$ cat config.mk
export PLATFORM = sky130hd
export DESIGN_NAME = npc_gen_flat
export DESIGN_NICKNAME = d
export VERILOG_FILES = /design/src/rtl/npc_gen_pkg.sv /design/src/rtl/npc_gen_if.sv /design/src/rtl/npc_gen_sel.sv /design/src/rtl/npc_gen.sv /design/src/flat_wrapper.sv
export SDC_FILE = /design/constraint.sdc
export NUM_CORES = 1
export LEC_CHECK = 0
export ABC_AREA = 1
export BUFFER_PORTS_ARGS = -buffer_cell sky130_fd_sc_hd__buf_2
export CAP_MARGIN = 20
export CORE_MARGIN = 1.5
export CORE_UTILIZATION = 51
export CTS_BUF_LIST = sky130_fd_sc_hd__clkbuf_16
export DETAILED_ROUTE_END_ITERATION = 10
export PLACE_DENSITY = 0.93
export SLEW_MARGIN = 30
export SYNTH_ARGS = -nofsm -noshare
export SYNTH_HDL_FRONTEND = slang
export SYNTH_SLANG_ARGS = --single-unit
$ cat constraint.sdc
create_clock -name clk -period 5.05 [get_ports clk]
set_clock_uncertainty 0.05 [all_clocks]
set_input_delay 1.2625 -clock clk [delete_from_list [all_inputs] [get_ports clk]]
set_output_delay 1.2625 -clock clk [all_outputs]
set_load 0.01 [all_outputs]
$ cat src/rtl/npc_gen_pkg.sv
// Shared front-end types for next-PC generation: reset vector, FSM state
// encoding and the fetch request payload handed to the instruction cache.
package npc_gen_pkg;

  localparam logic [31:0] RESET_PC = 32'h1c00_0000;

  typedef enum logic [0:0] {
    RUN,
    PEND
  } npc_state_t;

  typedef struct packed {
    logic [31:0] pc;
    logic        pair;
    logic [1:0]  pred_taken;
    logic [31:0] pred_target;
    logic        epoch;
  } fetch_req_t;

endpackage

$ cat src/rtl/npc_gen_if.sv
// Signal bundle between the next-PC stage and its neighbours: redirects,
// branch predictor, IF queue back-pressure and the I-cache request channel.
interface npc_gen_if;

  logic        flush;
  logic [31:0] flush_pc;
  logic        branch_mistaken;
  logic [31:0] right_target;
  logic [31:0] fetch_pc_0;
  logic [31:0] fetch_pc_1;
  logic        dual_issue;
  logic        taken_0;
  logic        taken_1;
  logic [31:0] ret_pc_0;
  logic [31:0] ret_pc_1;
  logic        ifq_full;
  logic        req_valid;
  logic        req_ready;
  logic [31:0] req_pc;
  logic        req_pair;
  logic [1:0]  req_pred_taken;
  logic [31:0] req_pred_target;
  logic        req_epoch;
  logic        cur_epoch;

  modport master (
    input  flush, flush_pc, branch_mistaken, right_target,
    input  taken_0, taken_1, ret_pc_0, ret_pc_1,
    input  ifq_full, req_ready,
    output fetch_pc_0, fetch_pc_1, dual_issue,
    output req_valid, req_pc, req_pair, req_pred_taken, req_pred_target,
    output req_epoch, cur_epoch
  );

  modport slave (
    output flush, flush_pc, branch_mistaken, right_target,
    output taken_0, taken_1, ret_pc_0, ret_pc_1,
    output ifq_full, req_ready,
    input  fetch_pc_0, fetch_pc_1, dual_issue,
    input  req_valid, req_pc, req_pair, req_pred_taken, req_pred_target,
    input  req_epoch, cur_epoch
  );

endinterface

$ cat src/rtl/npc_gen_sel.sv
// npc_sel: combinational prediction and redirect priority mux. Slot 0 beats
// slot 1, slot 1 only counts when the pair is dual, flush beats mispredict.
import npc_gen_pkg::*;

module npc_gen_sel (
  input  logic [31:0] pc_i,
  input  logic        taken_0_i,
  input  logic        taken_1_i,
  input  logic [31:0] ret_pc_0_i,
  input  logic [31:0] ret_pc_1_i,
  input  logic        flush_i,
  input  logic [31:0] flush_pc_i,
  input  logic        branch_mistaken_i,
  input  logic [31:0] right_target_i,
  output logic [31:0] fetch_pc_1_o,
  output logic        dual_issue_o,
  output logic [31:0] npc_o,
  output logic [1:0]  pred_taken_o,
  output logic        redir_o,
  output logic [31:0] redir_pc_o
);

  always_comb begin
    fetch_pc_1_o = pc_i + 32'd4;
    dual_issue_o = ~pc_i[2];
    redir_o      = flush_i | branch_mistaken_i;
    redir_pc_o   = flush_i ? flush_pc_i : right_target_i;
    // Fall-through jumps to the next 8-byte pair; the 29-bit add wraps at 2^32.
    npc_o        = {pc_i[31:3] + 29'd1, 3'b000};
    pred_taken_o = 2'b00;
    if (taken_0_i) begin
      npc_o        = ret_pc_0_i;
      pred_taken_o = 2'b01;
    end else if (dual_issue_o && taken_1_i) begin
      npc_o        = ret_pc_1_i;
      pred_taken_o = 2'b10;
    end
  end

endmodule

$ cat src/rtl/npc_gen.sv
// Next-PC stage: owns the fetch PC, redirect epoch and the request handshake.
// A redirect arriving while a request is held parks its target in pend_pc.
import npc_gen_pkg::*;

module npc_gen (
  input  logic       clk,
  input  logic       reset,
  npc_gen_if.master  bus
);

  npc_state_t  state_q, state_d;
  logic [31:0] pc_q, pc_d;
  logic [31:0] pend_pc_q, pend_pc_d;
  logic        epoch_q, epoch_d;
  logic        req_hold_q, req_hold_d;
  logic        held_epoch_q, held_epoch_d;

  logic [31:0] npc, redir_pc, fetch_pc_1;
  logic [1:0]  pred_taken;
  logic        dual_issue, redir;
  logic        req_valid, accept;
  fetch_req_t  req;

  npc_gen_sel u_sel (
    .pc_i              (pc_q),
    .taken_0_i         (bus.taken_0),
    .taken_1_i         (bus.taken_1),
    .ret_pc_0_i        (bus.ret_pc_0),
    .ret_pc_1_i        (bus.ret_pc_1),
    .flush_i           (bus.flush),
    .flush_pc_i        (bus.flush_pc),
    .branch_mistaken_i (bus.branch_mistaken),
    .right_target_i    (bus.right_target),
    .fetch_pc_1_o      (fetch_pc_1),
    .dual_issue_o      (dual_issue),
    .npc_o             (npc),
    .pred_taken_o      (pred_taken),
    .redir_o           (redir),
    .redir_pc_o        (redir_pc)
  );

  always_ff @(posedge clk) begin
    if (reset) begin
      state_q      <= RUN;
      pc_q         <= RESET_PC;
      pend_pc_q    <= 32'h0;
      epoch_q      <= 1'b0;
      req_hold_q   <= 1'b0;
      held_epoch_q <= 1'b0;
    end else begin
      state_q      <= state_d;
      pc_q         <= pc_d;
      pend_pc_q    <= pend_pc_d;
      epoch_q      <= epoch_d;
      req_hold_q   <= req_hold_d;
      held_epoch_q <= held_epoch_d;
    end
  end

  always_comb begin
    state_d      = state_q;
    pc_d         = pc_q;
    pend_pc_d    = pend_pc_q;
    epoch_d      = epoch_q;
    req_hold_d   = req_hold_q;
    // The epoch a request was issued with survives redirects while it is held.
    held_epoch_d = req_hold_q ? held_epoch_q : epoch_q;
    unique case (state_q)
      RUN: begin
        if (redir && (!req_hold_q || bus.req_ready)) begin
          pc_d       = redir_pc;
          epoch_d    = ~epoch_q;
          req_hold_d = 1'b0;
        end else if (redir) begin
          pend_pc_d  = redir_pc;
          epoch_d    = ~epoch_q;
          req_hold_d = 1'b1;
          state_d    = PEND;
        end else if (accept) begin
          pc_d       = npc;
          req_hold_d = 1'b0;
        end else begin
          req_hold_d = req_valid;
        end
      end
      PEND: begin
        if (redir) begin
          pend_pc_d = redir_pc;
          epoch_d   = ~epoch_q;
        end
        if (bus.req_ready) begin
          pc_d       = redir ? redir_pc : pend_pc_q;
          req_hold_d = 1'b0;
          state_d    = RUN;
        end
      end
      default: state_d = RUN;
    endcase
  end

  always_comb begin
    req_valid       = !reset && ((state_q == PEND) || !bus.ifq_full || req_hold_q);
    accept          = req_valid && bus.req_ready;
    req.pc          = pc_q;
    req.pair        = dual_issue;
    req.pred_taken  = pred_taken;
    req.pred_target = npc;
    req.epoch       = req_hold_q ? held_epoch_q : epoch_q;
  end

  assign bus.fetch_pc_0      = pc_q;
  assign bus.fetch_pc_1      = fetch_pc_1;
  assign bus.dual_issue      = dual_issue;
  assign bus.req_valid       = req_valid;
  assign bus.req_pc          = req.pc;
  assign bus.req_pair        = req.pair;
  assign bus.req_pred_taken  = req.pred_taken;
  assign bus.req_pred_target = req.pred_target;
  assign bus.req_epoch       = req.epoch;
  assign bus.cur_epoch       = epoch_q;

endmodule

$ cat src/flat_wrapper.sv
// flat-port wrapper written by rule: the top's interface ports become plain ports
module npc_gen_flat 
  (clk, reset, bus_flush, bus_flush_pc, bus_branch_mistaken, bus_right_target, bus_taken_0, bus_taken_1, bus_ret_pc_0, bus_ret_pc_1, bus_ifq_full, bus_req_ready, bus_fetch_pc_0, bus_fetch_pc_1, bus_dual_issue, bus_req_valid, bus_req_pc, bus_req_pair, bus_req_pred_taken, bus_req_pred_target, bus_req_epoch, bus_cur_epoch);
  npc_gen_if bus_i ();
  input  logic clk;
  input  logic reset;
  input wire logic [$bits(bus_i.flush)-1:0] bus_flush;
  input wire logic [$bits(bus_i.flush_pc)-1:0] bus_flush_pc;
  input wire logic [$bits(bus_i.branch_mistaken)-1:0] bus_branch_mistaken;
  input wire logic [$bits(bus_i.right_target)-1:0] bus_right_target;
  input wire logic [$bits(bus_i.taken_0)-1:0] bus_taken_0;
  input wire logic [$bits(bus_i.taken_1)-1:0] bus_taken_1;
  input wire logic [$bits(bus_i.ret_pc_0)-1:0] bus_ret_pc_0;
  input wire logic [$bits(bus_i.ret_pc_1)-1:0] bus_ret_pc_1;
  input wire logic [$bits(bus_i.ifq_full)-1:0] bus_ifq_full;
  input wire logic [$bits(bus_i.req_ready)-1:0] bus_req_ready;
  output wire logic [$bits(bus_i.fetch_pc_0)-1:0] bus_fetch_pc_0;
  output wire logic [$bits(bus_i.fetch_pc_1)-1:0] bus_fetch_pc_1;
  output wire logic [$bits(bus_i.dual_issue)-1:0] bus_dual_issue;
  output wire logic [$bits(bus_i.req_valid)-1:0] bus_req_valid;
  output wire logic [$bits(bus_i.req_pc)-1:0] bus_req_pc;
  output wire logic [$bits(bus_i.req_pair)-1:0] bus_req_pair;
  output wire logic [$bits(bus_i.req_pred_taken)-1:0] bus_req_pred_taken;
  output wire logic [$bits(bus_i.req_pred_target)-1:0] bus_req_pred_target;
  output wire logic [$bits(bus_i.req_epoch)-1:0] bus_req_epoch;
  output wire logic [$bits(bus_i.cur_epoch)-1:0] bus_cur_epoch;
  assign bus_i.flush = bus_flush;
  assign bus_i.flush_pc = bus_flush_pc;
  assign bus_i.branch_mistaken = bus_branch_mistaken;
  assign bus_i.right_target = bus_right_target;
  assign bus_i.taken_0 = bus_taken_0;
  assign bus_i.taken_1 = bus_taken_1;
  assign bus_i.ret_pc_0 = bus_ret_pc_0;
  assign bus_i.ret_pc_1 = bus_ret_pc_1;
  assign bus_i.ifq_full = bus_ifq_full;
  assign bus_i.req_ready = bus_req_ready;
  assign bus_fetch_pc_0 = bus_i.fetch_pc_0;
  assign bus_fetch_pc_1 = bus_i.fetch_pc_1;
  assign bus_dual_issue = bus_i.dual_issue;
  assign bus_req_valid = bus_i.req_valid;
  assign bus_req_pc = bus_i.req_pc;
  assign bus_req_pair = bus_i.req_pair;
  assign bus_req_pred_taken = bus_i.req_pred_taken;
  assign bus_req_pred_target = bus_i.req_pred_target;
  assign bus_req_epoch = bus_i.req_epoch;
  assign bus_cur_epoch = bus_i.cur_epoch;
  npc_gen u_core (.clk(clk), .reset(reset), .bus(bus_i));
endmodule
==> results of run 1 <==
worst register-to-register path, stage by stage, from the launching register on:
cell and delay, ns:
dfxtp_1 0.65, inv_2 0.36, a31oi_4 0.28, nand2_1 0.11, a21oi_4 0.12, buf_4 0.37
inv_2 0.30, nor3_1 0.45, a21oi_1 0.13
area by class of cell:
type | count | area, um2 | area share, %
clock buffer | 9 | 225.2 | 3.204
timing repair buffer | 278 | 1411 | 20.08
multi-input combinational | 717 | 3526 | 50.16
clock inverter | 7 | 83.83 | 1.193
antenna | 1 | 2.502 | 0.03560
inverter | 65 | 244.0 | 3.471
tap | 140 | 175.2 | 2.492
sequential | 68 | 1361 | 19.37
per-layer routing:
layer	track usage, %	vias up	wire, um
met5	0	-	0
met4	12.50	0	535
met3	5.606	59	2193
met2	56.42	486	9666
met1	46.97	3133	8531
li1	-	3477	-
through the flow:
step                      util (%)  std cells
after floorplan                  -        942
after global placement       61.97       1268
after detailed placement     61.97       1268
after CTS                    64.82       1284
after global routing         64.84       1285
final                        64.84       1285
synthesized netlist by cell type, types with 2 or more instances:
library cell and instances:
a31oi_1 3, inv_1 58, and2_1 2, o21ai_2 4, nand2_1 275, ha_1 2, inv_2 6, xnor2_1 5
nor2_2 5, a22oi_1 15, buf_4 43, nand4_1 6, nand3_1 56, o21ai_1 4, xor2_1 23, nor2_1 70
nor2_4 7, or2_1 2, dfxtp_1 68, a21oi_1 68, buf_2 24, o211ai_1 4, clkbuf_1 21, a211oi_1 7
a21oi_4 2, or2_2 2, nand2_2 5, a41oi_1 6, nor3_1 21, a22o_1 4, buf_1 2, o21ai_0 112
registers in the layout, indices dropped and copies added, names as in the netlist:
| signal | cells |
|---|---|
| u_core.held_epoch_q | 1 |
| u_core.state_q | 1 |
| u_core.bus.fetch_pc_0 | 32 |
| u_core.pend_pc_q | 32 |
| u_core.bus.cur_epoch | 1 |
| u_core.req_hold_q | 1 |
logic make-up (layout without fill, tap and decap cells):
group,count (synthesis),in the layout,share of synthesized area (%)
flops,68,68,23.99
simple gates,454,454,33.83
other cells,0,1,0
xor+xnor,28,28,4.322
compound gates,233,233,23.51
fa+ha+maj,2,2,0.4409
buf+inv,157,359,13.91
power breakdown:
part | switching (mW) | internal (mW)
sequential | 0.0699 | 0.582
combinational | 0.331 | 0.209
clock | 0.241 | 0.426
total | 0.643 | 1.22
worst paths after layout:
path,startpoint,to,slack (ns),depth (start not counted)
worst min register to register,u_core.pend_pc_q[9],u_core.pend_pc_q[9],0.41,2
worst min-delay path,u_core.pend_pc_q[9],u_core.pend_pc_q[9],0.41,2
worst max register to register,u_core.state_q,u_core.bus.fetch_pc_0[16],2.12,8
worst max-delay path,u_core.bus.fetch_pc_0[3],bus_fetch_pc_1[21],1.05,10
==> results by group, run 1 <==
Synth
  • Post-synth EDFFs: 0
  • Synthesized flop and latch total: 68
  • Mapped Avg Cell Area: 6.024 um2
  • Register area share after synthesis: 23.99%
  • Mapped Cells: 942
  • Syn_nets: 1080
  • Top FF cell, synth: dfxtp_1
  • Area contributors post-synth: dfxtp_1 24%, nand2_1 18%, o21ai_0 9.9%
  • Mapped cell area: 5674 um2
  • FFs w/ async S/R, synth: 0%
  • Cell taking the most area after synthesis: dfxtp_1
  • Synth Warn #: 0
  • Cell variety after synth: 42
  • Share of the synthesized area in the top cell type: 23.99%

Timing
  • Hold WS: 0.4099 ns
  • Setup ws final: 1.048 ns
  • Fin crit period: 4.002 ns
  • Hold Vio Cnt, Final: 0
  • Worst Tran Pin Value: 0.7642 ns
  • Max_slew headroom: 48.98%
  • Slew Viols, Final: 0
  • Final period util: 79.24%
  • Sum Neg Setup Slack: 0 ns
  • RSZ-0062 raised after global routing: false
  • Final setup violating endpoints: 0
  • Fmax: 249.9 MHz

Worst setup path
  • Cell Chain, Critical Path: ha_1 -> inv_1 -> nor2_4 -> inv_1 -> nor2_1 -> inv_1 -> nor3_1 -> nand2_1 -> xor2_1 -> buf_2
  • Worst EP required: 3.74 ns
  • Crit path kind: flip-flop to primary output
  • Crit path DAT: 2.69 ns
  • Maximum fanout along the worst path: 8
  • CP delay by family, top: simple AND/OR/NAND/NOR gates
  • Critical Path Sink Type: primary output
  • Startpoint types: flip-flop
  • Buf/Inv on CP: 4
  • CP peak stage delay: 0.61 ns
  • Most common cell on crit path: inv_1
  • Critical path's slowest cell: dfxtp_1

Routing
  • DRT Wirelength: 20930 um
  • Vias: 7155
  • DR pass1 iterations: 5
  • Iter 0 DRT Violations: 783
  • Wire length per cell: 16.29 um
  • # DRC: 0
  • Antenna-violating nets left: 0
  • Via density: 5.568

Flow run
  • Maxcap violations: 0

Place
  • Post-DP HPWL: 15430 um
  • Dpl ws: 1.082 ns
  • PortBufs: 270
  • Dpl cell area: 6718 um2
  • Routability cong.: 0.9702

Global routing
  • Number of global-route vias before repair: 6336
  • Total GRT Usage: 34.96%
  • Overflow after GRT: 0
  • Largest net degree at the start of global routing: 55
  • First-pass GRT wire length: 32140 um
  • Initial antenna violation count: 1

Hold path
  • Worst Hold Class: flip-flop to flip-flop

Final layout
  • Fillers: 1054
  • NumNets Final: 1277
  • Commonest non-fill, non-tap cells in the layout: 275 x nand2_1, 270 x buf_2, 112 x o21ai_0, 69 x nor2_1
  • Layout cells sized above 1: 28.50%
  • Most common cell after layout, fill and taps aside: nand2_1
  • Design area: 7029 um2
  • Layout Area Growth over Synthesis: 23.88%

Floorplanning
  • Rows: 38
  • Core area: 10840 um2
  • Die footprint: 11770 um2
  • Die W: 108.5 um
  • Initial Utilization: 52.34%
  • I/O pins: 271
  • Die Span Y: 108.5 um

Clocking
  • Clk sinks: 68
  • CTS tree: yes
  • Hold Buf Count CTS: 0
  • Clock latency at the later pin of the worst-skew pair: 0.33 ns
  • Max H-tree Level: 3
  • Num CTS Buffers: 9
  • CTS max path bufs: 2
  • Post-CTS setup buffer count: 0
  • Worst-path clk slew: 0.06 ns
  • CTS resizes: 0
  • Root buf cell: clkbuf_16

Pwr
  • Tot Pwr: 1.859 mW
  • LEAKAGE: 3.483 nW
  • Power per Cell Area: 264.5 nW/um2
  • VDD IR max: 146.2 uV

Run status
  • Status: finished clean
Power figures use the tool's default switching activity.
==> run 2, diff against run 1 <==
--- a/config.mk
+++ b/config.mk
@@ -9,10 +9,10 @@
 export BUFFER_PORTS_ARGS = -buffer_cell sky130_fd_sc_hd__buf_2
 export CAP_MARGIN = 20
 export CORE_MARGIN = 1.5
-export CORE_UTILIZATION = 51
+export CORE_UTILIZATION = 48
 export CTS_BUF_LIST = sky130_fd_sc_hd__clkbuf_16
 export DETAILED_ROUTE_END_ITERATION = 10
-export PLACE_DENSITY = 0.93
+export PLACE_DENSITY = 0.88
 export SLEW_MARGIN = 30
 export SYNTH_ARGS = -nofsm -noshare
 export SYNTH_HDL_FRONTEND = slang
==> constraint.sdc (replaced) <==
create_clock -name clk -period 3.7 [get_ports clk]
set_clock_uncertainty 0.05 [all_clocks]
set_input_delay 0.925 -clock clk [delete_from_list [all_inputs] [get_ports clk]]
set_output_delay 0.925 -clock clk [all_outputs]
set_load 0.01 [all_outputs]
==> run 2 against run 1 <==
  * Flip-flop and latch count unchanged
  * Clock power up 26%
  * Global-route usage shrank 2.1 points
  * Sequential share of layout area is 0.16 points lower
  * Cell count rose by 0.93%
  * Non-clock buffer count increased by 9
  * First-iteration DRC count is 9.1% lower
  * Utilization shrank 3.0 points
  * Power grew 34%
  * Critical path depth unchanged
  * Via count rose by 0.13%
  * Combinational power is 40% higher
  * Highest routed layer is now met5
==> results by group, run 2 (synthesis gave the netlist of run 1 again) <==
Run status
  • Status: finished clean

Worst setup path
  • Worst reg2reg startpoint: u_core.state_q
  • Worst EP required: 2.72 ns (-1.02 ns)
  • Critical Path Sink Type: primary output
  • Crit path DAT: 2.41 ns (-0.28 ns)
  • Crit path kind: flip-flop to primary output
  • Crit path from: u_core.bus.fetch_pc_0[3]
  • Startpoint types: flip-flop
  • FF-to-FF setup slack: 1.27 ns (-0.85 ns)
  • Maximum fanout along the worst path: 4 (-4)
  • FF-to-FF path depth: 7 (-1)
  • Reg2reg end: u_core.bus.fetch_pc_0[22]

Pwr
  • Sw Share: 35.48% (+0.92 points)
  • LEAKAGE: 3.526 nW (+1.2%)
  • Psw: 881.3 uW (+37%)
  • Clock share of power: 33.9% (-2.0 points)
  • Cell Int Power: 1.602 mW (+32%)
  • Power per Cell Area: 350.3 nW/um2 (+32%)
  • VDD IR max: 201.2 uV (+38%)
  • Gate power share: 30.4% (+1.4 points)
  • Sequential Power Share: 35.7% (+0.7 points)

Clocking
  • CTS resizes: 0 (unchanged)
  • Post-CTS setup buffer count: 0 (unchanged)
  • Hold Buf Count CTS: 0 (unchanged)
  • Clk sinks: 68 (unchanged)
  • CTS tree: yes
  • Worst-path clk slew: 0.06 ns (about the same)
  • Max H-tree Level: 3 (unchanged)
  • CTS max path bufs: 2 (unchanged)
  • Num CTS Buffers: 9 (unchanged)
  • Clock latency at the later pin of the worst-skew pair: 0.33 ns (about the same)
  • Root buf cell: clkbuf_16

Timing
  • Fin crit period: 3.380 ns
  • Slew Viols, Final: 0 (unchanged)
  • Fmax: 295.8 MHz
  • Hold Vio Cnt, Final: 0 (unchanged)
  • Hold WS: 0.4107 ns (+0.0007720 ns)
  • RSZ-0062 raised after global routing: false
  • Max_slew headroom: 61.94% (+13 points)
  • Final period util: 91.36%
  • Setup ws final: 0.3197 ns (-0.7288 ns)
  • Sum Neg Setup Slack: 0 ns (unchanged)
  • Final setup violating endpoints: 0 (unchanged)
  • Worst Tran Pin Value: 0.5700 ns (-0.1942 ns)

Final layout
  • Fillers: 1163 (+10%)
  • Design area: 7089 um2 (+0.85%)
  • Most common cell after layout, fill and taps aside: nand2_1
  • Post-route non-filler standard cell count: 1297 (+0.93%)
  • NumNets Final: 1286 (+0.70%)
  • Commonest non-fill, non-tap cells in the layout: 275 x nand2_1, 270 x buf_2, 112 x o21ai_0, 69 x nor2_1
  • Layout cells sized above 1: 29.05% (+0.56 points)
  • Layout Area Growth over Synthesis: 24.94%

Routing
  • Via density: 5.524 (-0.80%)
  • Iter 0 DRT Violations: 712 (-9.1%)
  • Antenna-violating nets left: 0 (unchanged)
  • Wire length per cell: 16.42 um (+0.85%)
  • # DRC: 0 (unchanged)
  • DR pass1 iterations: 7 (+2)
  • Vias: 7164 (+0.13%)
  • DRT Wirelength: 21300 um (+1.8%)

Place
  • Routability cong.: 0.9551 (-1.6%)
  • Post-DP HPWL: 16060 um (+4.1%)
  • Placed Cells: 1280 (+0.95%)
  • Dpl ws: 0.4569 ns (-0.6250 ns)
  • Dpl cell area: 6802 um2 (+1.2%)
  • PortBufs: 270 (unchanged)

Global routing
  • Initial antenna violation count: 2 (+1)
  • Overflow after GRT: 0 (unchanged)
  • Total GRT Usage: 32.88% (-2.1 points)
  • Number of global-route vias before repair: 6428 (+1.5%)
  • First-pass GRT wire length: 32950 um (+2.5%)
  • Largest net degree at the start of global routing: 43 (-22%)

Floorplanning
  • Initial Utilization: 49.48% (-2.9 points)
  • Core area: 11470 um2 (+5.8%)
  • I/O pins: 271 (unchanged)
  • Die W: 111.7 um (+3.0%)
  • Die Span Y: 111.7 um (+3.0%)
  • Die footprint: 12480 um2 (+6.1%)
  • Rows: 39 (+2.6%)

Hold path
  • Worst Hold Class: flip-flop to flip-flop
  • Worst hold stages: 2 (unchanged)
  • Hold_sp: u_core.pend_pc_q[1]
  • Hold path endpoint: u_core.pend_pc_q[1]

Flow run
  • Maxcap violations: 0 (unchanged)
run 2: cell types whose count changed in the layout (fill, tap and decap cells not counted), sizes merged:
cell and change:
buf +9, bufinv -1, clkinv +1
run 2: critical path, cell delays in order (launching register included):
cell	delay (ns)
dfxtp_1	0.45
ha_1	0.25
inv_1	0.08
nor2_4	0.16
inv_1	0.09
nor2_1	0.09
inv_1	0.07
nor3_1	0.36
nand2_1	0.13
xor2_1	0.23
buf_2	0.17
run 2: power by group through the flow:
stage	Combinational [mW]	Sequential, mW	Clock, mW
after floorplan	0.468	0.880	0
after global placement	0.736	0.895	0
after detailed placement	0.745	0.897	0
after CTS	0.749	0.882	0.842
after global routing	0.830	0.892	0.869
final	0.756	0.886	0.842
run 2: through the flow:
step | power [mW] | utilization (%)
finish | 2.484 | 61.82
global route | 2.591 | 61.82
CTS | 2.472 | 61.80
detailed placement | 1.642 | 59.31
global placement | 1.632 | 59.31
floorplan | 1.348 | -
run 2: worst max-delay path by stage:
stage	end	slack [ns]	cells past startpoint
2_1_floorplan	bus_req_pred_target[11]	0.86	7
3_3_place_gp	bus_req_pred_target[14]	0.49	8
3_5_place_dp	bus_req_pred_target[14]	0.46	8
4_1_cts	bus_fetch_pc_1[21]	0.34	10
5_1_grt	bus_fetch_pc_1[21]	0.19	10
6_report	bus_fetch_pc_1[21]	0.32	10
run 2: layout make-up:
| type | instances | area, um2 | area share (%) |
|---|---|---|---|
| repair buffers | 287 | 1491 | 21.04 |
| multi-input cells | 717 | 3526 | 49.74 |
| clock inverters | 7 | 60.06 | 0.8472 |
| flip-flops and latches | 68 | 1361 | 19.20 |
| diodes | 1 | 2.502 | 0.03530 |
| clock buffers | 9 | 225.2 | 3.177 |
| well taps | 143 | 178.9 | 2.524 |
| inverters | 65 | 244.0 | 3.442 |
run 2: routing by layer:
metal  track usage, %  vias to the layer above  share of wire (%)
met4            14.01                        2                2.9
li1                 -                     3499                  -
met2            53.41                      406                 46
met1            43.26                     3200                 41
met5                0                        -              0.061
met3            5.280                       57                9.3
